File: config.mk
export PLATFORM = sky130hd
export DESIGN_NAME = clk_gen_multi
export DESIGN_NICKNAME = d
export VERILOG_FILES = /design/src/rtl/clk_gen_pkg.sv /design/src/rtl/clk_gen_ch.sv /design/src/rtl/clk_gen_multi.sv
export SDC_FILE = /design/constraint.sdc
export NUM_CORES = 1
export LEC_CHECK = 0
export ABC_AREA = 1
export CORE_ASPECT_RATIO = 0.7
export CORE_MARGIN = 2
export CORE_UTILIZATION = 30
export DETAILED_ROUTE_END_ITERATION = 16
export DONT_BUFFER_PORTS = 1
export PLACE_DENSITY = 0.5
export SLEW_MARGIN = 30
export SYNTH_ARGS = -nofsm -noshare
export SYNTH_HDL_FRONTEND = slang
export SYNTH_HIERARCHICAL = 1
export SYNTH_SLANG_ARGS = --single-unit
File: constraint.sdc
create_clock -name clk -period 3.4 [get_ports clk]
set_input_delay 0.34 -clock clk [delete_from_list [all_inputs] [get_ports clk]]
set_output_delay 0.34 -clock clk [all_outputs]
set_load 0.01 [all_outputs]
File: src/rtl/clk_gen_pkg.sv
// Shared types and helpers for the multi-channel clock generator.
// Config fields are held at a fixed width so every channel width up to CFG_W fits.
package clk_gen_pkg;

    localparam int CNT_W_DEF = 8;
    localparam int CFG_W     = 16;

    typedef struct packed {
        logic             en;
        logic [CFG_W-1:0] period;
        logic [CFG_W-1:0] high;
    } ch_cfg_t;

    // A disable request is always acceptable; an enable needs a real high and low phase.
    function automatic logic cfg_is_valid(input ch_cfg_t c);
        if (!c.en) begin
            return 1'b1;
        end
        return (c.period >= CFG_W'(2)) && (c.high != '0) && (c.high < c.period);
    endfunction

endpackage

File: src/rtl/clk_gen_ch.sv
// One output clock channel: counter, active/shadow config and boundary-aligned apply.
// Latency: a pending shadow goes live on the next idle edge or at the end of the current period.
module clk_gen_ch
    import clk_gen_pkg::*;
#(
    parameter int CNT_W = CNT_W_DEF
) (
    input  logic             clk,
    input  logic             rst_n,
    input  logic             wr,
    input  logic             wr_en,
    input  logic [CNT_W-1:0] wr_period,
    input  logic [CNT_W-1:0] wr_high,
    output logic             clk_out,
    output logic             tick,
    output logic             pending
);

    ch_cfg_t          act_q, act_d;
    ch_cfg_t          shd_q, shd_d;
    ch_cfg_t          wr_cfg;
    logic [CNT_W-1:0] cnt_q, cnt_d;
    logic             pend_d, clk_d, tick_d;
    logic             at_end, apply;

    always_comb begin
        wr_cfg    = '0;
        wr_cfg.en = wr_en;
        if (wr_en) begin
            wr_cfg.period = CFG_W'(wr_period);
            wr_cfg.high   = CFG_W'(wr_high);
        end

        at_end = (CFG_W'(cnt_q) == (act_q.period - CFG_W'(1)));
        // Only swap configs while idle or on the last cycle of a period, so phases never get cut.
        apply  = pending && (!act_q.en || at_end);

        act_d  = apply ? shd_q : act_q;
        shd_d  = wr ? wr_cfg : shd_q;
        pend_d = wr || (pending && !apply);

        if (!act_d.en || apply || at_end) begin
            cnt_d = '0;
        end else begin
            cnt_d = cnt_q + CNT_W'(1);
        end

        // Outputs are derived from the next count so clk_out is a clean register.
        clk_d  = act_d.en && (CFG_W'(cnt_d) < act_d.high);
        tick_d = act_d.en && (cnt_d == '0);
    end

    always_ff @(posedge clk or negedge rst_n) begin
        if (!rst_n) begin
            act_q   <= '0;
            shd_q   <= '0;
            pending <= 1'b0;
            cnt_q   <= '0;
            clk_out <= 1'b0;
            tick    <= 1'b0;
        end else begin
            act_q   <= act_d;
            shd_q   <= shd_d;
            pending <= pend_d;
            cnt_q   <= cnt_d;
            clk_out <= clk_d;
            tick    <= tick_d;
        end
    end

endmodule

File: src/rtl/clk_gen_multi.sv
// Multi-channel programmable clock generator: config handshake decode and validation.
// cfg_ready drops while the addressed channel holds an unapplied shadow; errors pulse one cycle later.
module clk_gen_multi
    import clk_gen_pkg::*;
#(
    parameter int  NUM_CH = 4,
    parameter int  CNT_W  = CNT_W_DEF,
    localparam int CH_W   = (NUM_CH > 1) ? $clog2(NUM_CH) : 1
) (
    input  logic              clk,
    input  logic              rst_n,
    input  logic              cfg_valid,
    output logic              cfg_ready,
    input  logic [CH_W-1:0]   cfg_ch,
    input  logic              cfg_en,
    input  logic [CNT_W-1:0]  cfg_period,
    input  logic [CNT_W-1:0]  cfg_high,
    output logic              cfg_err,
    output logic [NUM_CH-1:0] clk_out,
    output logic [NUM_CH-1:0] tick,
    output logic [NUM_CH-1:0] pending
);

    localparam int PAD_N = 1 << CH_W;

    logic [PAD_N-1:0]  pend_pad;
    logic [NUM_CH-1:0] wr;
    logic              in_range, accept, cfg_ok;
    ch_cfg_t           req;

    // Padding bits read as "not pending", so out-of-range channels are always ready.
    assign pend_pad  = PAD_N'(pending);
    assign cfg_ready = !pend_pad[cfg_ch];
    assign accept    = cfg_valid && cfg_ready;

    always_comb begin
        in_range   = (int'(cfg_ch) < NUM_CH);
        req        = '0;
        req.en     = cfg_en;
        req.period = CFG_W'(cfg_period);
        req.high   = CFG_W'(cfg_high);
        cfg_ok     = in_range && cfg_is_valid(req);
        for (int i = 0; i < NUM_CH; i++) begin
            wr[i] = accept && cfg_ok && (int'(cfg_ch) == i);
        end
    end

    always_ff @(posedge clk or negedge rst_n) begin
        if (!rst_n) begin
            cfg_err <= 1'b0;
        end else begin
            cfg_err <= accept && !cfg_ok;
        end
    end

    for (genvar g = 0; g < NUM_CH; g++) begin : g_ch
        clk_gen_ch #(
            .CNT_W (CNT_W)
        ) u_ch (
            .clk       (clk),
            .rst_n     (rst_n),
            .wr        (wr[g]),
            .wr_en     (cfg_en),
            .wr_period (cfg_period),
            .wr_high   (cfg_high),
            .clk_out   (clk_out[g]),
            .tick      (tick[g]),
            .pending   (pending[g])
        );
    end

endmodule

# --- Word-level counts from Yosys, hierarchy flattened ---
# Cells that the tools add are included.
word_totals:
  word_cells: 136
  output_inout_bits: 14
  input_bits: 22
  ff_bits: 309
classes:
  n_mux: 12
  n_eq_ne: 7
  n_lt_le_gt_ge: 7
  add_sub_neg: 8
  n_reduce_logical: 61
ops:
  columns: ["cell", "n"]
  rows:
  - ["two-way mux 33 bit", 4]
  - ["== test 8 x 16 -> 1 bit", 4]
  - ["< comparator 8 x 16 -> 1 bit", 4]
  - ["subtractor 16 x 1 -> 16 bit (second input constant)", 4]
  - ["adder 8 x 1 -> 8 bit (second input constant)", 4]
  - ["logical NOT 8 bit", 4]
  - ["two-way mux 8 bit", 4]
  - ["logical AND 1 bit", 25]
  - ["two-way mux 24 bit", 1]
  - ["logical OR 1 bit", 16]
  - ["logical NOT 1 bit", 14]
  - ["greater-or-equal comparator 8 x 2 -> 1 bit (second input constant)", 1]
  - ["< comparator 8 bit", 1]
  - ["nonzero test 8 bit", 1]
  - ["== test 2 bit (second input constant)", 2]
  - ["< comparator 2 x 3 -> 1 bit (second input constant)", 1]
  - ["binary-select mux 1 bit (select 2 bit)", 1]
  - ["== test 2 x 1 -> 1 bit (second input constant)", 1]
  - ["logical NOT 2 bit", 1]
  - ["two-way mux 1 bit", 2]

# --- Longest topological paths before layout ---
# Gate-level depths: netlist of the first run.
logic_depth:
  ltp_word: 11
  mapped_depth: 25
  ltp_nobuf: 24

# --- Cells and area by module ---
# Netlist of the first run, hierarchy kept.
modules_own_cells:
  columns: ["mod", "cells_each", "area_each_um2", "n_inst", "seq_area_each_um2"]
  rows:
  - ["clk_gen_ch", 318, 2651.3, 4, 1326.3]
  - ["clk_gen_multi", 66, 385.4, 1, 25.0]

# --- Least setup slack after synthesis of the first run ---
# OpenSTA, ideal clock, no wires.
synth_timing:
  path_type: "register to register"
  from: "register g_ch[0].u_ch/act_q[19] (netlist bit)"
  to: "register g_ch[0].u_ch.clk_out"
  stages_incl_launch_ff: 22
  path_slack_ps: 425
  synth_period_minus_slack_ps: 2975
  n_path_buf: 0
  arrival_ps: 2898
  required_ps: 3322
  setup_ps: 78
  path_cell_list: "dfrtp_1 nor2_1 nand3_2 nor3_1 ha_1 nand2_1 nand3_1 nor2_2 nand3_2 nor2_1 nand2_2 nand2_4 nand2_4 inv_2 or2_2 o21ai_0 ha_1 a21oi_1 nor2_1 a211oi_1 nand2_1 a21oi_1"
synth_via:
  elab_chain_len: 11
synth_lines:
  columns: ["item", "line", "rtl"]
  rows:
  - ["start: declaration", "clk_gen_ch.sv:19", "ch_cfg_t act_q, act_d;"]
  - ["start signal: assignment", "clk_gen_ch.sv:62", "act_q <= act_d;"]
  - ["subtractor 16 x 1 -> 16 bit *", "clk_gen_ch.sv:34", "at_end = (CFG_W'(cnt_q) == (act_q.period - CFG_W'(1)));"]
  - ["== test 8 x 16 -> 1 bit *", "clk_gen_ch.sv:34", null]
  - ["logical OR 1 bit", "clk_gen_ch.sv:36", "apply = pending && (!act_q.en || at_end);"]
  - ["logical AND 1 bit", "clk_gen_ch.sv:36", null]
  - ["two-way mux 33 bit", "clk_gen_ch.sv:38", "act_d = apply ? shd_q : act_q;"]
  - ["logical NOT 1 bit", "clk_gen_ch.sv:42", "if (!act_d.en || apply || at_end) begin"]
  - ["logical OR 1 bit (2 in a row)", "clk_gen_ch.sv:42", null]
  - ["two-way mux 8 bit", "clk_gen_ch.sv:42", null]
  - ["< comparator 8 x 16 -> 1 bit", "clk_gen_ch.sv:49", "clk_d = act_d.en && (CFG_W'(cnt_d) < act_d.high);"]
  - ["logical AND 1 bit *", "clk_gen_ch.sv:49", null]
  - ["named net g_ch[0].u_ch.clk_d", "clk_gen_ch.sv:23", "logic pend_d, clk_d, tick_d;"]
  - ["end signal: assignment", "clk_gen_ch.sv:66", "clk_out <= clk_d;"]
  - ["end: declaration", "clk_gen_ch.sv:14", "output logic clk_out,"]
# The timed path passes the listed nets; every way through them passes the cells marked *.
# A chain may end at the register's enable or synchronous reset.

# --- Worst setup path in the final report of the first run ---
layout_timing:
  from: "register g_ch[0].u_ch/act_q[20] (netlist bit)"
  to: "register g_ch[0].u_ch.clk_out"
# Same word-level chain as after synthesis.

==> results.md, run 1 <==
* Layout Nets at 1450
* WHS at -0.483 ns
* Worst Path Required at 3.84 ns
* Clock Sinks at 213
* Met2 Track Usage GR at 21.3%
* Std-Cell Rows at 58
* Seq pwr share at 35.9%
* Syn Inst Count at 1338
* Setup CP Type: reg2reg
* Switching power at 0.00435 W
* Top_reg_cell synth: dfrtp_1
* Clk network pwr share at 23.3%
* Tmin final at 3.14 ns
* Final setup TNS at 0 ns
* Cells taking the most area after synthesis: dfrtp_1, nand2_1, inv_1
* Layout cells sized above 1 at 15.1%
* Number of fill cells at 3731
* Crit path setup slack, layout at 0.259 ns
* Drt total wl at 27.8 mm
* PwrDens at 870 nW/µm²
* Syn_nets at 1407
* Num CTS Buffers at 23
* Count leader, synth: nand2_1
* Worst setup SP type: flop
* Total GRT Usage at 15.0%
* Grt ovf at 0
* First-pass GRT wire length at 45.0 mm
* Mapped cell area at 11000 µm²
* RR Endpoint: g_ch[0].u_ch/clk_out
* CTS H-Tree Depth at 1
* P_int at 0.00674 W
* Final setup violation count at 0
* Largest net degree at the start of global routing at 214
* Placer Congestion at 0.833
* Seq/Total Area, Yosys at 48.5%
* # DRC at 0
* Grt met3 use at 3.06%
* Port bufs at 0
* Core box area at 36000 µm²
* Antenna diodes at 0
* Final Skew at 0.00770 ns
* Initial core utilization at 30.5%
* First DRT Iteration DRCs at 549
* Wire length per cell at 14.8 µm
* I/O pin count at 36
* Initial antenna violation count at 1
* EDFF count, synth at 0
* CP startpoint: g_ch[0].u_ch/act_q[20]
* Met1 Resource Use GR at 23.2%
* FF-to-FF setup slack at 0.26 ns
* Die Footprint at 38200 µm²
* Max clock buf depth at 3
* Failing checks: hold timing
* Arrival time worst endpoint at 3.58 ns
* Total number of vias at 8429
* Logic pwr share at 40.8%
* Switching Fraction at 39.2%
* TritonCTS clock tree: done
* Ys async rst share at 100%
* Hold buffer count at CTS at 21
* Synth warn at 6
* Reg-to-Reg Start: g_ch[0].u_ch/act_q[20]
* Maxcap violations at 0
* CP endpoint kind: flop
* Die H at 164 µm
* Die Wd at 233 µm
* Syn_area_per_cell at 8.21 µm²
* Vias per inst at 4.50
* Pins Over Slew Limit at 0
* Slew @ Worst Pin at 0.694 ns
* Area delta synth->final at 16.1%
* Leakage at 6.28 nW
* Commonest cells post-synth: nand2_1, inv_1, dfrtp_1
* Worst-path fanout max at 8
* Post-synth cell types at 34
* Gr busiest metal: met1
* Final hold vios at 213
* Drt pass-1 iters at 4
* Outcome: complete, but fails checks
* Number of synthesized register bits at 213
* Clock transition at path regs at 0.06 ns
* Peak Freq at 318 MHz
* Hold Crit Class: in2async
* Area of the multi-input gates at 4620 µm²
* Slew Limit Headroom at 53.7%
* Area share of the largest cell type after synthesis at 48.5%
* R2r worst-path depth at 21
* Final Cycle Share at 92.4%
* FF/Latch Area at 5340 µm²
* Tot Pwr at 0.0111 W
* Number of global-route vias before repair at 8026
* Maximum VDD drop at 0.377 mV
* Antenna viol nets, final at 0
* Pre-CTS setup slack at 0.141 ns
* Clk root buf: clkbuf_16
* Synth area leader: dfrtp_1
* Dpl hpwl at 18.6 mm
* Worst skew pair latency at 0.52 ns
-- stage by stage --
step	cell area [µm²]	hold WS [ns]	utilization, %	std cells
after floorplan	11000	0.0444	-	1338
after global placement	11600	0.0547	32.3	1805
after detailed placement	11600	0.0543	32.3	1805
after CTS	12600	-0.500	35.0	1864
after global routing	12800	-0.515	35.4	1874
final	12800	-0.483	35.4	1874
-- power groups by stage --
stage | clock, W | combinational [W] | sequential [W]
after floorplan | 0 | 0.00340 | 0.00382
after global placement | 0 | 0.00423 | 0.00402
after detailed placement | 0 | 0.00432 | 0.00402
after CTS | 0.00267 | 0.00441 | 0.00399
after global routing | 0.00277 | 0.00525 | 0.00409
final | 0.00258 | 0.00453 | 0.00398
-- metal layers --
metal / vias to the layer above / part of all wire, %
met4: 0 / 1.8
met2: 131 / 40
met5: - / 0
met3: 32 / 4.6
met1: 3947 / 53
li1: 4319 / -
-- worst max path at each step --
stage | endpoint | slack, ns | cells after the start
final | g_ch[0].u_ch/clk_out | 0.26 | 21
after global placement | g_ch[2].u_ch/clk_out | 0.24 | 21
after CTS | g_ch[0].u_ch/clk_out | 0.10 | 21
after detailed placement | g_ch[0].u_ch/clk_out | 0.14 | 21
after floorplan | g_ch[0].u_ch/clk_out | 0.42 | 21
after global routing | g_ch[1].u_ch/clk_out | -0.02 | 21
-- state kept, by name, summed over array words and instances (netlist names) --
register / cells
cfg_err: 1
g_ch.u_ch/pending: 4
g_ch.u_ch/cnt_q: 32
g_ch.u_ch/tick: 4
g_ch.u_ch/clk_out: 4
g_ch.u_ch/act_q: 100
g_ch.u_ch/shd_q: 68
-- cells in the final DEF, fill, tap and decap left out, types with 9 or more instances in the layout --
cell           count
nand2_1          226
nor2_1           112
dfrtp_2            9
buf_4             37
nor2_4             9
nor2_2            17
dlygate4sd3_1     20
nand2_2           11
clkbuf_16         23
ha_1              47
o21ai_1           15
nand3_1          114
nor3_1            18
inv_1            222
dfrtp_1          204
nand2_4            9
or2_2             36
nand4_1           13
inv_2             16
o21ai_0          112
a21oi_1           22
nand3_2           12
xor2_1            16
-- cell type report --
class                   count  share of cell area (%)
repair buffers             58                    3.96
inverters                 245                    7.29
clock inverters             7                   0.863
well taps                 480                    4.71
multi-input cells         840                    36.2
clock buffers              31                    5.14
flip-flops and latches    213                    41.9
-- worst max-delay path: stages, from the launching register on --
cell      delay, ns
dfrtp_2        0.44
nor2_2         0.12
nand3_2        0.11
nor3_1         0.15
ha_1           0.26
nand2_1        0.06
nand3_1        0.08
nor2_2         0.13
nand3_2        0.07
nor2_1         0.13
nand2_2        0.10
nand2_4        0.08
nand2_4        0.07
inv_6          0.10
or2_2          0.10
o21ai_0        0.11
ha_1           0.33
a21oi_1        0.15
nor2_1         0.05
a211oi_1       0.18
nand2_1        0.10
a21oi_2        0.14
-- cell families after synthesis --
kind of cell / Yosys count / share of synthesized area [%]
and+or+nand+nor: 599 / 25.9
buffers and inverters: 285 / 10.1
DFF: 213 / 48.5
AOI/OAI and AO/OA: 174 / 8.47
adders and majority gates: 47 / 5.35
xor gates and xnor gates: 16 / 1.28
muxes: 4 / 0.410
-- timing repair --
item	4_1_cts	5_1_grt
hold endpoints to repair	280	213
setup endpoints to repair	0	4
resized for setup	0	28
buffers inserted	0	10
Note: power is estimated with default switching activity, not from simulation.
==> run 2: changes to the inputs <==
- CELL_PAD_IN_SITES_DETAIL_PLACEMENT: not set -> 0
- CELL_PAD_IN_SITES_GLOBAL_PLACEMENT: not set -> 1
- PLACE_DENSITY: 0.5 -> 0.6
==> run 2 against run 1 <==
Critical path type unchanged; the flow still finishes with violations (hold timing); clock skew increased by 0.0014 ns; via count increased by 0.91%; power decreased by 0.48%; non-clock buffer count increased by 11; combinational power increased by 0.9%.
==> results.md, run 2 (synthesis gave the netlist of run 1 again) <==
* Outcome: complete, but fails checks
* Failing checks: hold timing
* Leakage at 6.31 nW
* Max FFs per register at 100
* Initial antenna violation count at 0
* Area of the multi-input gates at 4610 µm²
* Maximum VDD drop at 0.347 mV
* Most frequent cells in the layout: nand2_1, inv_1, dfrtp_1
* Placed cells at 1811
* Grt met3 use at 3.18%
* Std-Cell Rows at 58
* Logic pwr share at 41.3%
* Tmin final at 3.10 ns
* Switching Fraction at 39.8%
* Wire length per cell at 15.2 µm
* Antenna diodes at 0
* Die H at 164 µm
* Slew @ Worst Pin at 0.607 ns
* Final Skew at 0.00906 ns
* Clk root buf: clkbuf_16
* Met2 Track Usage GR at 21.4%
* Commonest non-fill, non-tap cell in the layout: nand2_1
* Worst Path Required at 3.85 ns
* Placer Congestion at 0.787
* Met1 Resource Use GR at 24.6%
* Biggest register: g_ch.u_ch/act_q
* Peak Freq at 322 MHz
* Arrival time worst endpoint at 3.56 ns
* Antenna viol nets, final at 0
* Slew Limit Headroom at 59.5%
* Pins Over Slew Limit at 0
* Seq pwr share at 35.8%
* Largest net degree at the start of global routing at 214
* PwrDens at 861 nW/µm²
* Initial core utilization at 30.5%
* P_int at 0.00664 W
* Final setup violation count at 0
* Setup CP Type: reg2reg
* Maxcap violations at 0
* I/O pin count at 36
* Number of fill cells at 3791
* Final setup TNS at 0 ns
* Drt pass-1 iters at 5
* Post-Layout Cell Count at 1888
* Grt ovf at 0
* Area delta synth->final at 16.8%
* Worst skew pair latency at 0.54 ns
* Dpl hpwl at 19.1 mm
* Layout Nets at 1462
* Total number of vias at 8506
* Switching power at 0.00440 W
* Clk network pwr share at 22.8%
* Drt total wl at 28.7 mm
* Worst-path fanout max at 10
* Final hold vios at 213
* Vias per inst at 4.51
* FF/Latch Area at 5340 µm²
* Max clock buf depth at 3
* Number of global-route vias before repair at 7890
* WHS at -0.497 ns
* Hold Crit Class: in2async
* Worst setup SP type: flop
* CTS H-Tree Depth at 1
* TritonCTS clock tree: done
* Total GRT Usage at 15.6%
* Clock Sinks at 213
* Biggest regs: g_ch.u_ch/act_q: 100 flops, g_ch.u_ch/shd_q: 68 flops, g_ch.u_ch/cnt_q: 32 flops
* CP endpoint kind: flop
* First-pass GRT wire length at 46.2 mm
* # DRC at 0
* Num CTS Buffers at 24
* Hold buffer count at CTS at 27
* Die Wd at 233 µm
* RSZ-0062 raised after global routing: false
* Die Footprint at 38200 µm²
* Port bufs at 0
* Core box area at 36000 µm²
* Gr busiest metal: met1
* Final Cycle Share at 91.3%
* Layout cells sized above 1 at 15.3%
* Clock transition at path regs at 0.06 ns
* First DRT Iteration DRCs at 632
## run 2: cell count changes in the layout (fill, tap and decap cells not counted), moves of 4 or more
cell           change
dlygate4sd3_1      +6
buf_4              +5
dfrtp_1            +4
dfrtp_2            -4
## run 2: worst paths after layout
kind                                          end  depth (start not counted)  slack [ns]                   start
setup / recovery             g_ch[2].u_ch/clk_out                         23        0.30  g_ch[2].u_ch/act_q[17]
hold / removal             g_ch[2].u_ch/act_q[10]                          0       -0.50                   rst_n
setup reg to reg             g_ch[2].u_ch/clk_out                         23        0.30  g_ch[2].u_ch/act_q[17]
hold reg to reg            g_ch[1].u_ch/act_q[23]                          2        0.48  g_ch[1].u_ch/act_q[23]
max in group asynchronous    g_ch[0].u_ch/pending                          0        3.50                   rst_n
min in group clk            g_ch[2].u_ch/shd_q[1]                          3        0.12               cfg_ch[1]
## run 2: power groups by stage
stage,sequential [W],clock [W],combinational (W)
2_1_floorplan,0.00382,0,0.00340
3_3_place_gp,0.00401,0,0.00439
3_5_place_dp,0.00400,0,0.00441
4_1_cts,0.00396,0.00260,0.00451
5_1_grt,0.00407,0.00269,0.00534
6_report,0.00396,0.00252,0.00457
## run 2: critical path, stage by stage, from the launching register on
cell	delay, ns
dfrtp_1	0.41
nor2_2	0.13
nand3_2	0.10
nor3_2	0.11
ha_1	0.25
inv_1	0.06
nand2_1	0.04
nand3_1	0.07
nor2_2	0.05
nand3_2	0.06
nor2_1	0.05
nand2_2	0.10
nand2_4	0.07
nand2_4	0.14
inv_4	0.07
buf_4	0.13
or2_2	0.26
o21ai_1	0.18
ha_1	0.30
a21oi_1	0.16
nand2_1	0.07
nand2_1	0.05
nand2_1	0.04
a21oi_1	0.13
## run 2: metrics by stage
stage                     hold slack (ns)  setup WS, ns  power [W]  utilization [%]  area, µm²
after floorplan                    0.0444         0.425    0.00722                -      11000
after global placement             0.0548         0.210    0.00840             32.4      11700
after detailed placement           0.0557        0.0859    0.00841             32.4      11700
after CTS                          -0.517        0.0472     0.0111             35.3      12700
after global routing               -0.521        0.0102     0.0121             35.7      12800
final                              -0.497         0.297     0.0110             35.7      12800
## run 2: what timing repair did
action,in CTS,in global routing
buffers inserted,0,9
gates resized for setup,0,24
hold endpoints to repair,282,213
endpoints found under the setup margin,0,4
## run 2: area by class of cell
| class | instances | area share, % |
|---|---|---|
| Clock inverter | 6 | 0.293 |
| Inverter | 245 | 7.24 |
| Timing Repair Buffer | 69 | 4.70 |
| Sequential cell | 213 | 41.6 |
| Tap cell | 480 | 4.68 |
| Clock buffer | 35 | 5.56 |
| Multi-Input combinational cell | 840 | 35.9 |
## run 2: per-layer routing
metal	up-vias	part of all wire, %
met5	-	0
met4	0	1.8
met3	33	5.0
met2	153	40
met1	3978	53
li1	4342	-
==> run 3: changes to the inputs <==
- CAP_MARGIN: not set -> 20
- CORE_MARGIN: 2 -> not set
- SKIP_LAST_GASP: not set -> 1
==> run 3 against run 2 <==
The run still ends with hold timing left; core utilization rose by 0.17 points; final cell count stayed put; combinational power about the same; via count shrank 0.89%; die area down 2.1%; critical path type unchanged; largest cell class unchanged.
==> results.md, run 3 (synthesis gave the netlist of run 1 again) <==
* Outcome: complete, but fails checks
* Failing checks: hold timing
* Clock Sinks at 213
* Grt met3 use at 3.41%
* Setup CP Type: reg2reg
* Leakage at 6.36 nW
* Antenna viol nets, final at 0
* Final Skew at 0.0157 ns
* TritonCTS clock tree: done
* Worst-path fanout max at 21
* Slew Limit Headroom at 61.7%
* P_int at 0.00692 W
* Clk network pwr share at 24.5%
* Hold buffer count at CTS at 23
* Hold Crit Class: in2async
* Post-Layout Cell Count at 1888
* Biggest regs: g_ch.u_ch/act_q: 100 flops, g_ch.u_ch/shd_q: 68 flops, g_ch.u_ch/cnt_q: 32 flops
* Grt ovf at 0
* Final Cycle Share at 91.4%
* Clock transition at path regs at 0.06 ns
* Final hold vios at 213
* Vias per inst at 4.47
* Core box area at 36000 µm²
* Maximum VDD drop at 0.360 mV
* Pins Over Slew Limit at 0
* Max clock buf depth at 3
* Clk root buf: clkbuf_16
* Placer Congestion at 0.809
* Crit path setup slack, layout at 0.292 ns
* Std-Cell Rows at 58
* Worst skew pair latency at 0.52 ns
* Arrival time worst endpoint at 3.55 ns
* Final setup TNS at 0 ns
* Biggest register: g_ch.u_ch/act_q
* Logic pwr share at 40.6%
* Wire length per cell at 15.4 µm
* Die H at 162 µm
* Total GRT Usage at 16.2%
* Placed cells at 1811
* Antenna diodes at 0
* Tot Pwr at 0.0113 W
* Gr busiest metal: met1
* Drt total wl at 29.1 mm
* Met1 Resource Use GR at 25.3%
* CP endpoint kind: flop
* Worst setup SP type: flop
* Port bufs at 0
* Switching Fraction at 38.9%
* Maxcap violations at 0
* Dpl hpwl at 18.9 mm
* Peak Freq at 322 MHz
* Number of global-route vias before repair at 8070
* WHS at -0.472 ns
* Die Wd at 231 µm
* Tmin final at 3.11 ns
* Seq pwr share at 34.9%
* Final setup violation count at 0
* RSZ-0062 raised after global routing: true
* Die Footprint at 37400 µm²
* First DRT Iteration DRCs at 590
* PwrDens at 878 nW/µm²
* Commonest non-fill, non-tap cell in the layout: nand2_1
* Num CTS Buffers at 25
* Initial core utilization at 30.5%
* Area delta synth->final at 17.3%
* Initial antenna violation count at 1
* Met2 Track Usage GR at 22.8%
* I/O pin count at 36
* Worst Path Required at 3.85 ns
* # DRC at 0
* Layout cells sized above 1 at 15.3%
* CTS H-Tree Depth at 1
* Slew @ Worst Pin at 0.574 ns
* First-pass GRT wire length at 47.4 mm
* Switching power at 0.00441 W
* Max FFs per register at 100
* Layout Nets at 1460
* Pre-CTS setup slack at 0.0773 ns
* Drt pass-1 iters at 5
* Largest net degree at the start of global routing at 214
* Total number of vias at 8430
* Most frequent cells in the layout: nand2_1, inv_1, dfrtp_1
==> run 3: changes by cell type in the layout (fill, tap and decap cells not counted), sizes merged <==
cell	previous run	this run
buf	43	44
inv	241	242
clkinvlp	3	0
dlygate4sd3	26	22
clkinv	7	8
clkbuf	35	36
bufinv	0	3
==> run 3: layer usage <==
| metal | vias to the layer above | part of all wire (%) |
|---|---|---|
| li1 | 4349 | - |
| met1 | 3946 | 54 |
| met2 | 112 | 40 |
| met3 | 23 | 4.7 |
| met4 | 0 | 1.2 |
| met5 | - | 0 |
==> run 3: what timing repair did <==
action / 4_1_cts / 5_1_grt
setup buffers: 0 / 10
gates resized for setup: 0 / 26
hold endpoints to repair: 282 / 213
setup endpoints to repair: 0 / 4
==> run 3: power by group through the flow <==
stage / sequential (W) / clock, W / combinational (W)
3_5_place_dp: 0.00400 / 0 / 0.00440
2_1_floorplan: 0.00382 / 0 / 0.00340
5_1_grt: 0.00407 / 0.00296 / 0.00536
3_3_place_gp: 0.00400 / 0 / 0.00440
4_1_cts: 0.00396 / 0.00286 / 0.00450
6_report: 0.00395 / 0.00278 / 0.00459
==> run 3: critical path: stages (launching register included) <==
cell and delay, ns:
dfrtp_2 0.45, nor2_2 0.14, nand3_2 0.12, nor3_2 0.13
ha_1 0.26, nand2_1 0.07, nand3_1 0.09, nor2_2 0.12
nand3_2 0.07, nor2_1 0.13, nand2_2 0.10, nand2_4 0.08
nand2_4 0.07, buf_4 0.23, o21ai_1 0.24, ha_1 0.29
a21oi_1 0.15, nand2_1 0.07, nand2_1 0.06, nand2_1 0.04
a21oi_1 0.11
==> run 3: through the flow <==
step	util (%)	area [µm²]	hold WS, ns
final	35.8	12900	-0.472
after global routing	35.8	12900	-0.502
after CTS	35.4	12700	-0.504
after detailed placement	32.4	11700	0.0644
after global placement	32.4	11700	0.0604
after floorplan	-	11000	0.0444
==> run 3: final cells by class <==
type	instances	area (µm²)
tap	480	601
clock buffer	36	727
multi-input combinational	840	4600
clock inverter	8	121
sequential	213	5340
fill	3756	23100
inverter	245	935
timing repair buffer	66	574
==> run 3: path summary, 6_finish.rpt <==
path | from | to | slack, ns | cells past startpoint
worst max register to register | g_ch[3].u_ch/act_q[20] | g_ch[3].u_ch/clk_out | 0.29 | 20
worst min-delay path | rst_n | g_ch[2].u_ch/cnt_q[2] | -0.47 | 0
min in group clk | cfg_ch[0] | g_ch[1].u_ch/shd_q[18] | 0.18 | 3
max in group asynchronous | rst_n | g_ch[3].u_ch/cnt_q[4] | 3.48 | 0
worst min register to register | g_ch[3].u_ch/act_q[8] | g_ch[3].u_ch/act_q[8] | 0.49 | 2
worst max-delay path | g_ch[3].u_ch/act_q[20] | g_ch[3].u_ch/clk_out | 0.29 | 20
